--- src/rtl/delay_core.sv ---
// delay_core: per-sample ADC -> SPI SRAM ring buffer -> DAC sequencer
module delay_core #(
    parameter int          ADC_NSCK         = 16,
    parameter int          ADC_CS_LEN       = 66,
    parameter int          DAC_NSCK         = 24,
    parameter int          DAC_CS_LEN       = 2,
    parameter int          RAM_NSCK         = 48,
    parameter int          RAM_CS_LEN       = 2,
    parameter logic [23:0] RAM_END_ADDR     = 24'h01FFFF,
    parameter logic [23:0] W_PTR_START_ADDR = 24'h000000,
    parameter logic [23:0] R_PTR_START_ADDR = 24'h01001C
) (
    input  logic clk,
    input  logic nrst,
    input  logic step,
    output logic sck_adc,
    output logic cnv_adc,
    input  logic sdi_adc,
    output logic sck_dac,
    output logic syn_dac,
    output logic sdo_dac,
    output logic sck_ram,
    output logic css_ram,
    input  logic sdi_ram,
    output logic sdo_ram
);
    typedef enum logic [3:0] {
        IDLE, ADC_CNV, ADC_SHIFT, RAM_WR, RAM_WR_GAP, RAM_RD, RAM_RD_GAP, DAC_SHIFT, DAC_GAP
    } state_t;

    localparam int CW = 16;
    localparam logic [CW-1:0] L_CNV    = CW'(ADC_CS_LEN - 1);
    localparam logic [CW-1:0] L_ADC    = CW'(2 * ADC_NSCK - 1);
    localparam logic [CW-1:0] L_RAM    = CW'(2 * RAM_NSCK - 1);
    localparam logic [CW-1:0] L_RGAP   = CW'(RAM_CS_LEN - 1);
    localparam logic [CW-1:0] L_DAC    = CW'(2 * DAC_NSCK - 1);
    localparam logic [CW-1:0] L_DGAP   = CW'(DAC_CS_LEN - 1);
    localparam logic [CW-1:0] RD_FIRST = CW'(2 * (RAM_NSCK - 16));

    state_t                state_q, state_d;
    logic [CW-1:0]         cnt_q, cnt_d, last_cnt;
    logic                  last, step_edge;
    logic                  step_q, step_d, step_r_q, step_r_d;
    logic [15:0]           adc_q, adc_d, dout_q, dout_d;
    logic [23:0]           wp_q, wp_d, rp_q, rp_d;
    logic [RAM_NSCK-1:0]   ram_sr_q, ram_sr_d;
    logic [DAC_NSCK-1:0]   dac_sr_q, dac_sr_d;
    logic                  cnv_adc_q, cnv_adc_d, sck_adc_q, sck_adc_d;
    logic                  css_ram_q, css_ram_d, sck_ram_q, sck_ram_d, sdo_ram_q, sdo_ram_d;
    logic                  syn_dac_q, syn_dac_d, sck_dac_q, sck_dac_d, sdo_dac_q, sdo_dac_d;

    // 16-bit samples occupy two bytes; anything past the last full slot wraps to 0
    function automatic logic [23:0] adv(input logic [23:0] p);
        return (p >= RAM_END_ADDR - 24'd1) ? 24'd0 : p + 24'd2;
    endfunction

    // State register
    always_ff @(posedge clk or negedge nrst) begin
        if (!nrst) state_q <= IDLE;
        else       state_q <= state_d;
    end

    // Next state: each non-idle state lasts until its cycle counter hits its length
    always_comb begin
        last_cnt  = (state_q == ADC_CNV) ? L_CNV :
                    (state_q == ADC_SHIFT) ? L_ADC :
                    (state_q == RAM_WR || state_q == RAM_RD) ? L_RAM :
                    (state_q == RAM_WR_GAP || state_q == RAM_RD_GAP) ? L_RGAP :
                    (state_q == DAC_SHIFT) ? L_DAC : L_DGAP;
        last      = cnt_q == last_cnt;
        step_edge = step_q & ~step_r_q;
        state_d   = state_q;
        case (state_q)
            IDLE:       if (step_edge) state_d = ADC_CNV;
            ADC_CNV:    if (last) state_d = ADC_SHIFT;
            ADC_SHIFT:  if (last) state_d = RAM_WR;
            RAM_WR:     if (last) state_d = RAM_WR_GAP;
            RAM_WR_GAP: if (last) state_d = RAM_RD;
            RAM_RD:     if (last) state_d = RAM_RD_GAP;
            RAM_RD_GAP: if (last) state_d = DAC_SHIFT;
            DAC_SHIFT:  if (last) state_d = DAC_GAP;
            DAC_GAP:    if (last) state_d = IDLE;
            default:    state_d = IDLE;
        endcase
    end

    // Datapath: counter, sample capture on rising sck, frame shifters advance on the high phase
    always_comb begin
        step_d   = step;
        step_r_d = step_q;
        cnt_d    = (state_d != state_q || state_q == IDLE) ? '0 : cnt_q + CW'(1);
        adc_d    = (state_q == ADC_SHIFT && !cnt_q[0]) ? {adc_q[14:0], sdi_adc} : adc_q;
        dout_d   = (state_q == RAM_RD && !cnt_q[0] && cnt_q >= RD_FIRST) ? {dout_q[14:0], sdi_ram} : dout_q;
        ram_sr_d = (state_d == RAM_WR && state_q != RAM_WR) ? {8'h02, wp_q, adc_q} :
                   (state_d == RAM_RD && state_q != RAM_RD) ? {8'h03, rp_q, 16'h0000} :
                   ((state_q == RAM_WR || state_q == RAM_RD) && cnt_q[0]) ? ram_sr_q << 1 : ram_sr_q;
        dac_sr_d = (state_d == DAC_SHIFT && state_q != DAC_SHIFT) ? {8'h00, dout_q} :
                   (state_q == DAC_SHIFT && cnt_q[0]) ? dac_sr_q << 1 : dac_sr_q;
        wp_d     = (state_q == RAM_RD_GAP && last) ? adv(wp_q) : wp_q;
        rp_d     = (state_q == RAM_RD_GAP && last) ? adv(rp_q) : rp_q;
    end

    // Output decode from next state so every pin is a flop aligned with its state
    always_comb begin
        cnv_adc_d = state_d == ADC_CNV;
        sck_adc_d = state_d == ADC_SHIFT && cnt_d[0];
        css_ram_d = !(state_d == RAM_WR || state_d == RAM_RD);
        sck_ram_d = !css_ram_d && cnt_d[0];
        sdo_ram_d = !css_ram_d && ram_sr_d[RAM_NSCK-1];
        syn_dac_d = state_d != DAC_SHIFT;
        sck_dac_d = !syn_dac_d && cnt_d[0];
        sdo_dac_d = !syn_dac_d && dac_sr_d[DAC_NSCK-1];
    end

    // Datapath and output registers
    always_ff @(posedge clk or negedge nrst) begin
        if (!nrst) begin
            step_q    <= 1'b0;
            step_r_q  <= 1'b0;
            cnt_q     <= '0;
            adc_q     <= '0;
            dout_q    <= '0;
            ram_sr_q  <= '0;
            dac_sr_q  <= '0;
            wp_q      <= W_PTR_START_ADDR;
            rp_q      <= R_PTR_START_ADDR;
            cnv_adc_q <= 1'b0;
            sck_adc_q <= 1'b0;
            css_ram_q <= 1'b1;
            sck_ram_q <= 1'b0;
            sdo_ram_q <= 1'b0;
            syn_dac_q <= 1'b1;
            sck_dac_q <= 1'b0;
            sdo_dac_q <= 1'b0;
        end else begin
            step_q    <= step_d;
            step_r_q  <= step_r_d;
            cnt_q     <= cnt_d;
            adc_q     <= adc_d;
            dout_q    <= dout_d;
            ram_sr_q  <= ram_sr_d;
            dac_sr_q  <= dac_sr_d;
            wp_q      <= wp_d;
            rp_q      <= rp_d;
            cnv_adc_q <= cnv_adc_d;
            sck_adc_q <= sck_adc_d;
            css_ram_q <= css_ram_d;
            sck_ram_q <= sck_ram_d;
            sdo_ram_q <= sdo_ram_d;
            syn_dac_q <= syn_dac_d;
            sck_dac_q <= sck_dac_d;
            sdo_dac_q <= sdo_dac_d;
        end
    end

    assign cnv_adc = cnv_adc_q;
    assign sck_adc = sck_adc_q;
    assign css_ram = css_ram_q;
    assign sck_ram = sck_ram_q;
    assign sdo_ram = sdo_ram_q;
    assign syn_dac = syn_dac_q;
    assign sck_dac = sck_dac_q;
    assign sdo_dac = sdo_dac_q;
endmodule

--- config.mk ---
export PLATFORM = sky130hd
export DESIGN_NAME = delay_core
export DESIGN_NICKNAME = d
export VERILOG_FILES = /design/src/rtl/delay_core.sv
export SDC_FILE = /design/constraint.sdc
export NUM_CORES = 1
export LEC_CHECK = 0
export ABC_AREA = 1
export BUFFER_PORTS_ARGS = -buffer_cell sky130_fd_sc_hd__buf_2
export CAP_MARGIN = 5
export CORE_MARGIN = 5
export CORE_UTILIZATION = 46
export CTS_CLUSTER_DIAMETER = 80
export DETAILED_ROUTE_END_ITERATION = 8
export GPL_TIMING_DRIVEN = 0
export PLACE_DENSITY = 0.72
export SETUP_SLACK_MARGIN = 0.3
export SLEW_MARGIN = 20
export SYNTH_ARGS = -nofsm -noshare
export SYNTH_HDL_FRONTEND = slang
export SYNTH_SLANG_ARGS = --single-unit
--- constraint.sdc ---
create_clock -name clk -period 2.55 [get_ports clk]
set_input_delay 0.1275 -clock clk [delete_from_list [all_inputs] [get_ports clk]]
set_output_delay 0.1275 -clock clk [all_outputs]
set_load 0.05 [all_outputs]
Word-level counts from Yosys, hierarchy flattened. Cells that the tools add are included.

Bits in registers: 182. Input bits: 5. Output and inout port bits: 8. Word-level logic and storage cells: 94.

$add $sub $neg: 3. $lt $le $gt $ge: 3. Equality and inequality tests: 19. Mux-type cells: 23. Bitwise operators: 2. Reduce and logical (&&, ||, !) cells: 24.

Operators by type and width (count): $mux 48 (3); $mux 24 (4); $add 24x2->24 const B (2); $ge 24x17->1 const B (2); $mux 4 (9); $pmux 4 s9 (1); $eq 4x3->1 const B (6); $mux 7 (3); $add 16x1->16 const B (1); $eq 16x7->1 (1); $eq 4x2->1 const B (4); $ge 16x7->1 const B (1); $mux 16 (1); $logic_and 1x1->1 (14); $mux 6 (2); $ne 4x3->1 const B (3); $eq 4x1->1 const B (2); $eq 4x4->1 const B (1); $logic_not 4->1 (1); $logic_or 1x1->1 (4); $ne 4x2->1 const B (1); $ne 4x4->1 (1); $logic_not 1->1 (3); $reduce_bool 3->1 (1); 3 further kinds (3).

Depth between registers and ports, before layout.
Depth in word-level cells: 14. Mapped depth: 18. Gate-level depth less buffers: 16.

Worst setup path after synthesis. No wires, ideal clock.

Kind: register to register. Start point: reg cnt_q[12]. End point: reg cnt_q[3]. Arrival time: 1.932 ns. Slack: 0.491 ns. Cell stages (with the launch flop): 16. Cells stage by stage: dfrtp_1 > nor2_1 > nand2_1 > nor2_1 > nand3_1 > nor2_4 > nand3_4 > nand2_2 > nand2_1 > nand2_1 > nand2_2 > nand2_2 > nand2_4 > nand2_4 > buf_8 > nor2_4.

Longest elaborated chain between the ends: 6. Elaborated cells between the ends (all ways): 13. Classes of those cells: eq/ne: 2; mux: 10; reduce/logical: 1.

Ends and longest elaborated chain: start: declaration (line 41) `logic [CW-1:0] cnt_q, cnt_d, last_cnt;`; start signal: assignment (line 138) `cnt_q <= cnt_d;`; $eq 16x7->1 (*) (line 70) `last = cnt_q == last_cnt;`; $mux 4, or another cell as far along (line 82) `DAC_GAP: if (last) state_d = IDLE;`; $pmux 4 s9 (*) (line 73) `case (state_q)`; net state_d[0] (line 40) `state_t state_q, state_d;`; $ne 4x4->1 (*) (line 91) `cnt_d = (state_d != state_q || state_q == IDLE) ? '0 : cnt_q + CW'(1);`; $logic_or 1x1->1 (*) (line 91); $mux 16 (*) (line 91); net cnt_d[3] (line 41).

Mark *: on every way through the listed nets, which the timed path passes. The rest lies on a longest branch. A chain may end at the register's enable or synchronous reset.

Worst setup path in the final report.
Start point: reg state_q[3]. End point: reg wp_q[12].

Longest elaborated chain between the ends: 8. Elaborated cells between the ends (all ways): 16. Classes of those cells: eq/ne: 8; mux: 5; reduce/logical: 3.

Ends and longest elaborated chain: start: declaration (line 40); start signal: assignment (line 60) `else state_q <= state_d;`; $eq 4x3->1 (on tied branches) (line 69, 68, 99); $mux 6 / $logic_or 1x1->1 (equally long branches) (line 69, 68); $mux 6 (line 68) `(state_q == RAM_WR_GAP || state_q == RAM_RD_GAP) ? L_RGAP :`; $mux 7 (line 67) `(state_q == RAM_WR || state_q == RAM_RD) ? L_RAM :`; $mux 7 (line 66) `(state_q == ADC_SHIFT) ? L_ADC :`; $mux 7 (line 65) `last_cnt = (state_q == ADC_CNV) ? L_CNV :`; $eq 16x7->1 (line 70); $logic_and 1x1->1 (*) (line 99) `wp_d = (state_q == RAM_RD_GAP && last) ? adv(wp_q) : wp_q;`; end signal: assignment (line 143) `wp_q <= wp_d;`; end: declaration (line 45) `logic [23:0] wp_q, wp_d, rp_q, rp_d;`.

Every way passes the cells marked *; elsewhere a longest branch is shown, timed or not.

==> Flow_metrics.wiki <==
{| class="wikitable"
! Metric !! Value
|-
| Run status || completed
|-
| Startpoint-to-endpoint class of the critical path || flip-flop to flip-flop
|-
| Vias in the first global route || 6887
|-
| Origin of the worst setup path || state_q[3]
|-
| GPL Wtd Cong || slightly below 0.9
|-
| Critical Path RT || 2.91 ns
|-
| Worst r2r src || state_q[3]
|-
| Peak supply drop || 642 uV
|-
| Tot GR Track Use || roughly a fifth
|-
| Max transition margin || 59.3%
|-
| Total CTS buffers || 17
|-
| Largest net degree at the start of global routing || approximately 100
|-
| Clock sink count || 180
|-
| # rows || between 40 and 50
|-
| Post-synthesis sequential area ratio || 53.0%
|-
| Primary flip-flop cell chosen by synthesis mapping || sky130_fd_sc_hd__dfrtp_1
|-
| Biggest area contributors in the synthesized netlist || sky130_fd_sc_hd__dfrtp_1 51%, sky130_fd_sc_hd__nand2_1 8.6%, sky130_fd_sc_hd__inv_1 5.7%, sky130_fd_sc_hd__nor2_1 4.4%, sky130_fd_sc_hd__nand3_1 4.4%
|-
| Critical path capture point || wp_q[12]
|-
| Number of top-level pins || 13
|-
| Area of the core || 18100 um2
|-
| Layout area overhead || 26.2%
|-
| Die area || ~21000 um2
|-
| Via count || 7281
|-
| Placed wire-length estimate after detailed placement || about 13 mm
|-
| Layout cells sized above 1 || 25.4%
|-
| Min-Delay Path Class || primary input to asynchronous set/reset pin
|-
| Starting DRT DRC Count || 664
|-
| Final design area excluding fillers || 10700 um2
|-
| Final count of hold timing violations || 0
|-
| Maximum Capacitance Violations || 0
|-
| H-tree depth || 4
|-
| Clock tree skew after final layout || 0.0110 ns
|-
| Number of synthesized register bits || 180
|-
| Routed length on met2 || 10.8 mm
|-
| Die outline width || 146 um
|-
| Syn_area_per_cell || 8.65 um2
|-
| Top library cells by usage in the layout, fill and taps aside || 170 x sky130_fd_sc_hd__dfrtp_1, 167 x sky130_fd_sc_hd__nand2_1, 122 x sky130_fd_sc_hd__inv_1, 75 x sky130_fd_sc_hd__nor2_1, 52 x sky130_fd_sc_hd__buf_4
|-
| DRC violation count after routing || 0
|-
| Post-Syn Area || 8510 um2
|-
| Net count of the mapped netlist || 993
|-
| Worst R2R End || wp_q[12]
|-
| Metal3 WL || 1.05 mm
|-
| N_diodes || 0
|-
| Pwr Total || 8.37 mW
|-
| Initial cell density of the core || a little under half
|-
| Critical Path End Type || flip-flop
|-
| Drt first pass iters || 5
|-
| Cells traversed along the worst timing path || buf_6 > nor2_4 > nand2_2 > nand2_2 > nand2_1 > nand2_4 > nand4_1 > buf_4 > nor2_4 > nand3_2 > nor2_4 > nand2_2 > nor2_2 > nor2_1 > nor2_1
|-
| Synthesized instance count || between 900 and 1000
|-
| Worst Reg-to-Reg Cells || 15
|-
| Remaining number of nets flagged by the antenna check after routing || 0
|-
| Maximum root-to-sink buffer count || 2
|-
| Net count, final || 1094
|-
| Total number of yosys warnings || 0
|-
| Post-CTS clock slew at the launch and capture registers of the worst setup and hold paths || 0.08 ns
|-
| Total Routed Length || 21.8 mm
|-
| Number of synthesized flops with an enable pin || 0
|-
| Number of max-slew violations in the final report || 0
|-
| Worst setup SP type || flip-flop
|-
| Power per unit of standard cell area || 780 nW/um2
|-
| Total stage count of the critical path || 15
|-
| Leakage power figure || 5.01 nW
|-
| Placed Area || roughly 8900 um2
|-
| Y dimension of the die || approximately 150 um
|-
| WL met1 || 9.29 mm
|-
| Slowest Stage Delay on Critical Path || around 0.38 ns
|-
| TritonCTS clock tree || yes
|-
| First-pass GRT wire length || 34.0 mm
|-
| Bufs and invs on worst path || 2
|-
| Yosys cell types || 43
|-
| Clock insertion delay at the later pin of the skew report || 0.44 ns
|-
| Post-synthesis cell type with the largest combined area || sky130_fd_sc_hd__dfrtp_1
|-
| Worst EP arrival || 2.80 ns
|-
| Count of placed standard cells including taps || 1226
|-
| Min Clock Period, post-route || around 2.4 ns
|-
| Count of non-filler cells in the finished layout || 1327
|-
| Highest clock rate || 410 MHz
|-
| Top delay family on crit path || simple AND/OR/NAND/NOR gates
|-
| Final Util || between 50% and 60%
|-
| Share of flip-flops with an asynchronous set or reset || 100%
|-
| Cell with the biggest individual delay on the critical path || sky130_fd_sc_hd__dfrtp_1
|-
| Worst-Margin Slew || 0.610 ns
|-
| Final setup viols || 0
|-
| Largest fanout on the critical path || 6
|-
| Part of the cycle the worst path needs || a little over nine tenths
|-
| Average wire per standard cell || 16.4 um
|-
| Top-area cell type share of the netlist area || between 50 and 60%
|-
| Library cell used as clock root buffer || sky130_fd_sc_hd__clkbuf_16
|-
| Most common library cell in the layout ignoring fill and taps || sky130_fd_sc_hd__dfrtp_1
|-
| Aggregate global routing overflow || 0
|-
| Buffers added on ports || 12
|-
| Uppermost routed layer || met4
|-
| Register-to-register setup slack || 0.11 ns
|-
| Unrepaired setup endpoints after global routing || yes
|-
| Mean number of vias per cell || 5.49
|-
| Initial antenna violation count || 0
|}
kinds of logic after synthesis:
| kind of cell | after synthesis | share of synthesized area, % |
|---|---|---|
| flip-flops | 180 | 53.0 |
| multiplexers | 1 | 0.132 |
| XOR/XNOR | 18 | 1.85 |
| AND/OR/NAND/NOR | 447 | 24.2 |
| buffers and inverters | 169 | 7.99 |
| adder cells (fa/ha/maj) | 4 | 0.588 |
| AO/OA/AOI/OAI | 165 | 12.2 |
per-layer routing:
| metal | up-vias | global-route usage [%] |
|---|---|---|
| met5 | - | 0 |
| met2 | 235 | 31.7 |
| met4 | 0 | 6.44 |
| met3 | 63 | 3.83 |
| met1 | 3552 | 25.8 |
| li1 | 3431 | - |
area by class of cell:
| type | count | area [um2] |
|---|---|---|
| clock buffer | 17 | 425 |
| sequential | 180 | 4520 |
| multi-input combinational | 635 | 3800 |
| tap | 229 | 287 |
| buffer | 29 | 214 |
| timing repair buffer | 82 | 762 |
| inverter | 140 | 557 |
| clock inverter | 15 | 176 |
| fill | 1423 | 7350 |
where the power goes:
group | switching (mW) | internal [mW] | total [mW]
registers | 0.109 | 3.01 | 3.12
logic | 1.56 | 0.988 | 2.55
clock network | 1.30 | 1.41 | 2.71
total | 2.96 | 5.41 | 8.37
flip-flops by register name, summed over array words and instances (netlist names):
signal and flops:
rp_q 23, sdo_ram 1, sck_ram 1, dout_q 16
state_q 4, step_q 1, syn_dac 1, step_r_q 1
sck_adc 1, css_ram 1, sdo_dac 1, sck_dac 1
ram_sr_q 48, cnv_adc 1, wp_q 23, dac_sr_q 24
adc_q 16, cnt_q 16
cell usage after synthesis (all sizes together), types with 7 or more instances:
cell type  instances
nor2             121
nor3              18
xor2              16
o21ai             43
a21oi             31
dfrtp            174
nand4             14
nand3             76
o21bai            14
o22ai             25
clkbuf            14
inv              139
buf               15
a22oi             31
nand2            208
o221ai             7
nor4               8
timing repair:
item,in CTS,in global routing
hold endpoints to repair,78,0
cloned,0,5
buffers inserted,27,33
gates resized for setup,49,129
pin swaps,16,54
setup endpoints to repair,136,131
hold buffers,4,0
worst min-delay path by stage:
stage / endpoint / start / slack (ns)
5_1_grt: cnt_q[15] / nrst / 0.30
3_3_place_gp: step_q / step / 0.24
6_report: cnt_q[2] / nrst / 0.25
4_1_cts: cnt_q[14] / nrst / 0.28
3_5_place_dp: cnt_q[10] / nrst / 0.15
2_1_floorplan: adc_q[0] / nrst / -0.17
through the flow:
stage          hold WS [ns]  TNS (ns)  setup slack (ns)
2_1_floorplan        -0.168         0             0.491
3_3_place_gp          0.236   -262.55             -1.50
3_5_place_dp          0.149     -1.00            -0.112
4_1_cts               0.279         0             0.286
5_1_grt               0.298         0           0.00216
6_report              0.245         0             0.111
Note: power is estimated with default switching activity, not from simulation.
